<file path="src/rtl/pwm_pkg.sv">
// -----------------------------------------------------------------------------
// pwm_pkg
// Shared declarations for the PWM decoder slice.
//   C_PWM_LEVEL_WIDTH : default duty level width W (frame length 2**W cycles)
//   pwm_state_e       : decoder FSM states
//     S_ALIGN - searching for the frame start (rising edge or idle timeout)
//     S_RUN   - counting high samples inside a phase-aligned window
// -----------------------------------------------------------------------------
package pwm_pkg;

  localparam int C_PWM_LEVEL_WIDTH = 8;

  typedef enum logic {
    S_ALIGN = 1'b0,
    S_RUN   = 1'b1
  } pwm_state_e;

endpackage

</file>
<file path="src/rtl/pwm_sync.sv">
// -----------------------------------------------------------------------------
// pwm_sync
// Brings the asynchronous PWM input into the clk domain through a 2-flop
// synchronizer. When PWM_DECODER_GLITCH_FILTER_EN is defined, a filter follows
// the synchronizer: its output only takes a new value once three consecutive
// synchronized samples agree, which rejects 1- and 2-cycle glitches and adds
// 2 cycles of latency. Without the macro the synchronizer output is passed
// straight through and no filter flops exist.
//
// Ports
//   clk     in  : clock, rising edge
//   rstb    in  : synchronous active-low reset, clears every flop
//   i_pwm   in  : raw asynchronous PWM waveform
//   o_pwm_s out : synchronized (and optionally filtered) PWM sample
// -----------------------------------------------------------------------------
module pwm_sync (
  input  logic clk,
  input  logic rstb,
  input  logic i_pwm,
  output logic o_pwm_s
);

  logic r_s1;
  logic r_s2;

  always_ff @(posedge clk) begin
    if (!rstb) begin
      r_s1 <= 1'b0;
      r_s2 <= 1'b0;
    end else begin
      r_s1 <= i_pwm;
      r_s2 <= r_s1;
    end
  end

`ifdef PWM_DECODER_GLITCH_FILTER_EN
  // r_h1/r_h2 hold the two previous synchronized samples; the filtered value
  // follows r_s2 only when it matches both, otherwise it holds (r_f).
  logic r_h1;
  logic r_h2;
  logic r_f;
  logic w_f;

  always_comb begin
    w_f = r_f;
    if ((r_s2 == r_h1) && (r_s2 == r_h2)) begin
      w_f = r_s2;
    end
  end

  always_ff @(posedge clk) begin
    if (!rstb) begin
      r_h1 <= 1'b0;
      r_h2 <= 1'b0;
      r_f  <= 1'b0;
    end else begin
      r_h1 <= r_s2;
      r_h2 <= r_h1;
      r_f  <= w_f;
    end
  end

  assign o_pwm_s = w_f;
`else
  assign o_pwm_s = r_s2;
`endif

endmodule

</file>
<file path="src/rtl/pwm_decoder.sv">
// -----------------------------------------------------------------------------
// pwm_decoder
// Recovers the duty level of a PWM waveform whose period is N = 2**W clk
// cycles. The decoder aligns its counting window to the rising edge of the
// waveform (or to an idle timeout for constant input), sums the high samples
// over one window and reports min(sum, N-1).
//
// Optional feature: define PWM_DECODER_GLITCH_FILTER_EN to insert a glitch
// filter after the synchronizer (see pwm_sync).
//
// Parameters
//   C_CLK_FRQ     : clk frequency in Hz, informational only
//   C_LEVEL_WIDTH : level width W
//
// Ports
//   clk         in  : clock, rising edge
//   rstb        in  : synchronous active-low reset
//   pwm_in      in  : asynchronous PWM waveform
//   level       out : last decoded level, held between updates
//   valid       out : one-cycle strobe, high in the cycle level takes a new
//                     value; there is no ready/backpressure, a consumer must
//                     capture level while valid is high
//   locked      out : window phase-aligned to the input frame
//   o_dbg_state out : FSM state, 0 = S_ALIGN, 1 = S_RUN
// -----------------------------------------------------------------------------
module pwm_decoder
  import pwm_pkg::*;
#(
  parameter int C_CLK_FRQ     = 100000000,
  parameter int C_LEVEL_WIDTH = C_PWM_LEVEL_WIDTH
) (
  input  logic                     clk,
  input  logic                     rstb,
  input  logic                     pwm_in,
  output logic [C_LEVEL_WIDTH-1:0] level,
  output logic                     valid,
  output logic                     locked,
  output logic                     o_dbg_state
);

  localparam int W = C_LEVEL_WIDTH;
  // All-ones is both the last window index and the saturated level (N-1).
  localparam logic [W-1:0] C_LAST = '1;

  if (C_CLK_FRQ <= 0) begin : g_bad_clk
    $error("pwm_decoder: C_CLK_FRQ must be positive");
  end

  logic w_s;
  logic w_rise;
  logic r_prev;

  pwm_state_e r_state;
  pwm_state_e w_state_nxt;
  logic [W-1:0] r_idle;
  logic [W-1:0] w_idle_nxt;
  logic [W-1:0] r_idx;
  logic [W-1:0] w_idx_nxt;
  logic [W:0]   r_sum;
  logic [W:0]   w_sum_nxt;
  logic [W:0]   w_total;
  logic [W-1:0] r_level;
  logic [W-1:0] w_level_nxt;
  logic         r_valid;
  logic         w_valid_nxt;
  logic         r_locked;
  logic         w_locked_nxt;

  pwm_sync u_sync (
    .clk     (clk),
    .rstb    (rstb),
    .i_pwm   (pwm_in),
    .o_pwm_s (w_s)
  );

  assign w_rise  = w_s & ~r_prev;
  // Sum including the current sample; at most N, so it fits in W+1 bits.
  assign w_total = r_sum + {{W{1'b0}}, w_s};

  always_comb begin
    w_state_nxt  = r_state;
    w_idle_nxt   = r_idle;
    w_idx_nxt    = r_idx;
    w_sum_nxt    = r_sum;
    w_level_nxt  = r_level;
    w_valid_nxt  = 1'b0;
    w_locked_nxt = r_locked;
    case (r_state)
      S_ALIGN: begin
        if (w_rise) begin
          // The edge sample itself is index 0 of the first window.
          w_state_nxt = S_RUN;
          w_idle_nxt  = '0;
          w_idx_nxt   = W'(1);
          w_sum_nxt   = (W+1)'(1);
        end else if (r_idle == C_LAST) begin
          // N edge-free cycles: constant input, start at the next sample.
          w_state_nxt = S_RUN;
          w_idle_nxt  = '0;
          w_idx_nxt   = '0;
          w_sum_nxt   = '0;
        end else begin
          w_idle_nxt = r_idle + W'(1);
        end
      end
      S_RUN: begin
        if (w_rise && (r_idx != '0)) begin
          // Edge out of place: drop the partial window and realign on it.
          w_locked_nxt = 1'b0;
          w_idx_nxt    = W'(1);
          w_sum_nxt    = (W+1)'(1);
        end else if (r_idx == C_LAST) begin
          w_idx_nxt    = '0;
          w_sum_nxt    = '0;
          w_valid_nxt  = 1'b1;
          w_locked_nxt = 1'b1;
          w_level_nxt  = w_total[W] ? C_LAST : w_total[W-1:0];
        end else begin
          w_idx_nxt = r_idx + W'(1);
          w_sum_nxt = w_total;
        end
      end
      default: begin
        w_state_nxt = S_ALIGN;
      end
    endcase
  end

  always_ff @(posedge clk) begin
    if (!rstb) begin
      r_state  <= S_ALIGN;
      r_prev   <= 1'b0;
      r_idle   <= '0;
      r_idx    <= '0;
      r_sum    <= '0;
      r_level  <= '0;
      r_valid  <= 1'b0;
      r_locked <= 1'b0;
    end else begin
      r_state  <= w_state_nxt;
      r_prev   <= w_s;
      r_idle   <= w_idle_nxt;
      r_idx    <= w_idx_nxt;
      r_sum    <= w_sum_nxt;
      r_level  <= w_level_nxt;
      r_valid  <= w_valid_nxt;
      r_locked <= w_locked_nxt;
    end
  end

  assign level       = r_level;
  assign valid       = r_valid;
  assign locked      = r_locked;
  assign o_dbg_state = (r_state == S_RUN);

endmodule

</file>
<file path="config.mk">
export PLATFORM = sky130hd
export DESIGN_NAME = pwm_decoder
export DESIGN_NICKNAME = d
export VERILOG_FILES = /design/src/rtl/pwm_pkg.sv /design/src/rtl/pwm_sync.sv /design/src/rtl/pwm_decoder.sv
export SDC_FILE = /design/constraint.sdc
export NUM_CORES = 1
export LEC_CHECK = 0
export ABC_CLOCK_PERIOD_IN_PS = 2200
export CAP_MARGIN = 40
export CORE_MARGIN = 2
export CORE_UTILIZATION = 60
export CTS_BUF_LIST = sky130_fd_sc_hd__clkbuf_2 sky130_fd_sc_hd__clkbuf_4 sky130_fd_sc_hd__clkbuf_8
export DETAILED_ROUTE_END_ITERATION = 16
export PLACE_DENSITY = 0.81
export SYNTH_ARGS = -nofsm -noshare
export SYNTH_HDL_FRONTEND = slang
export SYNTH_HIERARCHICAL = 1
export SYNTH_SLANG_ARGS = --single-unit
</file>
<file path="constraint.sdc">
create_clock -name clk -period 2.2 [get_ports clk]
set_input_delay 0.44 -clock clk [delete_from_list [all_inputs] [get_ports clk]]
set_output_delay 0.44 -clock clk [all_outputs]
set_load 0.02 [all_outputs]
</file>
==> flow_metrics.py <==
metrics = {
    "worst_hold_path": {
        "hp-start": "u_sync/r_s1",
        "hp-class": "flip-flop to flip-flop",
        "hold-path-endpoint": "u_sync/o_pwm_s",
        "whs_path_depth": 1,
    },
    "synthesis": {
        "yosysSeqAreaShare_pct": 39.92,
        "synth_nets": 231,
        "synth.area.top_cells": "dfxtp_1 40%, a21oi_1 4.9%, nand2_1 3.6%",
        "synthFlopType": "dfxtp_1",
        "ys_types": 52,
        "synth_cells": 223,
        "synth-seq-cells": 39,
        "avgSynthCellArea_um2": 8.770,
        "synth_top_cell_by_area": "dfxtp_1",
        "yosysTopAreaCellShare_pct": 39.92,
        "synth_edf_count": 0,
        "yosys_warnings": 6,
        "async_flop_share_pct": 0,
        "syn_area_mm2": 0.001956,
    },
    "worst_setup_path": {
        "worstPathRequired_ns": 2.45,
        "r2r_cells": 5,
        "cp-start-kind": "flip-flop",
        "critPathCaptureType": "flip-flop",
        "r2r-end": "level[1]",
        "worstPathMaxFanout": 5,
        "r2r_start": "u_sync/o_pwm_s",
        "worst-setup-path-type": "flip-flop to flip-flop",
        "cp_data_arrival_time_ns": 2.32,
        "r2r_setup_slack_ns": 0.13,
    },
    "power_and_ir_drop": {
        "p_leak_nw": 0.7781,
        "swShare_pct": 24.10,
        "p_clk_share_pct": 37.8,
        "pwr_density_cell_mw_per_mm2": 607.9,
        "p_int_mw": 1.032,
        "seqPwrFrac_pct": 53.6,
        "netSwitchingPower_mw": 0.3276,
        "pwr-share-comb_pct": 8.6,
        "peakVddDrop_mv": 0.4789,
    },
    "timing": {
        "setup-violations-final": 0,
        "skew_ns": 0.01121,
        "min_period_over_period_pct": 93.98,
        "setup_ws_ns": 0.1324,
        "rsz0062_at_grt": "no",
        "hold_viol_final": 0,
        "maxSlewViolCount": 0,
        "timing.fmax_mhz": 483.7,
        "tns_ns": 0,
        "relSlewSlack_pct": 57.90,
        "period_needed_ns": 2.068,
        "tightest_slew_ns": 0.6287,
    },
    "clocking": {
        "htreeDepth": 2,
        "post_cts_resized": 0,
        "cts_tree": "yes",
        "cts_sinks": 39,
        "cts_buffers": 5,
        "cts_setup_buffers": 0,
        "path_clk_slew_ns": 0.11,
        "clk_latency_ns": 0.36,
        "cts-root-buf": "clkbuf_4",
        "postCtsHoldBufs": 0,
        "clockBufferDepth": 2,
    },
    "place": {
        "dp_slack_ns": 0.1660,
        "gp_congestion": 0.8121,
        "placed_cell_area_mm2": 0.002143,
        "port_buffers": 13,
        "dp_hpwl_um": 3113,
    },
    "global_routing": {
        "grt_pass1_vias": 1745,
        "grt_pass1_wl_um": 7797,
        "antenna_found_initial": 0,
        "globalRouteOverflowTotal": 0,
        "grtUsageTotal_pct": 28.42,
        "grt_max_degree": 29,
    },
    "detailed_routing": {
        "ant_nets": 0,
        "drt-wirelength-per-cell_um": 16.21,
        "via_count": 1850,
        "drt_first_iter_violations": 169,
        "wl_um": 4588,
        "via_per_inst": 6.537,
        "drc": 0,
        "dr.pass1.iters": 4,
    },
    "floorplanning": {
        "die_area_mm2": 0.003732,
        "rows": 20,
        "initial_core_util_pct": 63.54,
        "die_y_um": 61.09,
        "num_io_pins": 14,
        "coreArea_mm2": 0.003078,
        "die-width_um": 61.09,
    },
    "layout": {
        "nFillCells": 232,
        "nets": 246,
        "final_area_mm2": 0.002236,
        "syn_to_final_growth_pct": 14.33,
        "final_common_cell": "dfxtp_1",
        "drive_above_1_share_pct": 12.97,
        "final_cell_mix": "39 x dfxtp_1, 19 x nand2_1, 19 x a21oi_1, 13 x clkdlybuf4s50_1, 12 x nor2_1",
        "diodes": 0,
        "seq_area_um2": 780.7,
        "multiInputGateArea_mm2": 0.001112,
    },
    "outcome": {
        "status": "complete, no violations",
    },
    "run": {
        "cap_violations": 0,
    },
}
-- flip-flops by register name, summed over array words and instances (netlist names) --
name and count:
locked 1, valid 1, r_idx 8, level 8
r_prev 1, u_sync/o_pwm_s 1, o_dbg_state 1, u_sync/r_s1 1
r_idle 8, r_sum 9
-- per-layer routing --
layer	vias up	global-route usage, %	share of wire [%]
li1	879	-	-
met2	87	44.22	48
met5	-	0	0
met1	873	36.54	43
met3	11	7.143	7.1
met4	0	14.60	1.9
-- synth_stat cells, drive strengths merged (6+ instances only) --
master and count:
o211ai 9, and3 6, a21oi 19, nand2 19, clkbuf 7, a31oi 6, and2 7, dfxtp 39
nor2 12, nand3 6, nand4 10
-- through the flow --
| step | hold slack (ns) | utilization (%) | power (mW) | std cells |
|---|---|---|---|---|
| final | 0.4473 | 72.64 | 1.359 | 283 |
| after global routing | 0.4707 | 72.64 | 1.417 | 283 |
| after CTS | 0.4536 | 72.44 | 1.371 | 283 |
| after detailed placement | 0.4263 | 69.63 | 0.8594 | 275 |
| after global placement | 0.4339 | 69.63 | 0.8554 | 275 |
| after floorplan | 0.4118 | - | 0.8236 | 223 |
-- worst max path at each step --
stage                   start  endpoint  cells past startpoint
2_1_floorplan     o_dbg_state  level[1]                      5
6_report       u_sync/o_pwm_s  level[1]                      5
4_1_cts        u_sync/o_pwm_s  level[1]                      5
3_5_place_dp   u_sync/o_pwm_s  level[1]                      5
3_3_place_gp         r_idx[0]  level[1]                      5
5_1_grt        u_sync/o_pwm_s  level[1]                      5
-- power groups by stage --
stage	Sequential, mW	Combinational [mW]	Clock [mW]
2_1_floorplan	0.743	0.0806	0
3_3_place_gp	0.743	0.112	0
3_5_place_dp	0.744	0.115	0
4_1_cts	0.728	0.117	0.526
5_1_grt	0.730	0.130	0.556
6_report	0.728	0.117	0.513
-- logic make-up (layout without fill, tap and decap cells) --
logic type / count (synthesis) / in the layout / share of synthesized area [%]
mux: 1 / 1 / 0.5119
fa+ha+maj: 5 / 5 / 3.199
compound gates: 68 / 68 / 24.57
buf+inv: 17 / 33 / 3.519
simple gates: 91 / 91 / 27.38
xor+xnor: 2 / 2 / 0.8959
flops: 39 / 39 / 39.92
-- worst max-delay path, stage by stage, from the launching register on --
cell,delay [ns]
dfxtp_1,0.43
ha_1,0.20
nand4_1,0.14
o31a_1,0.36
or4_4,0.54
o311a_1,0.31
-- cell type report --
class / count / area share (%)
clock inverters: 2 / 1.567
flip-flops and latches: 39 / 34.92
well taps: 44 / 2.462
clock buffers: 6 / 2.294
inverters: 5 / 0.8394
repair buffers: 20 / 8.170
multi-input cells: 167 / 49.75
(Power assumes the default switching activity.)
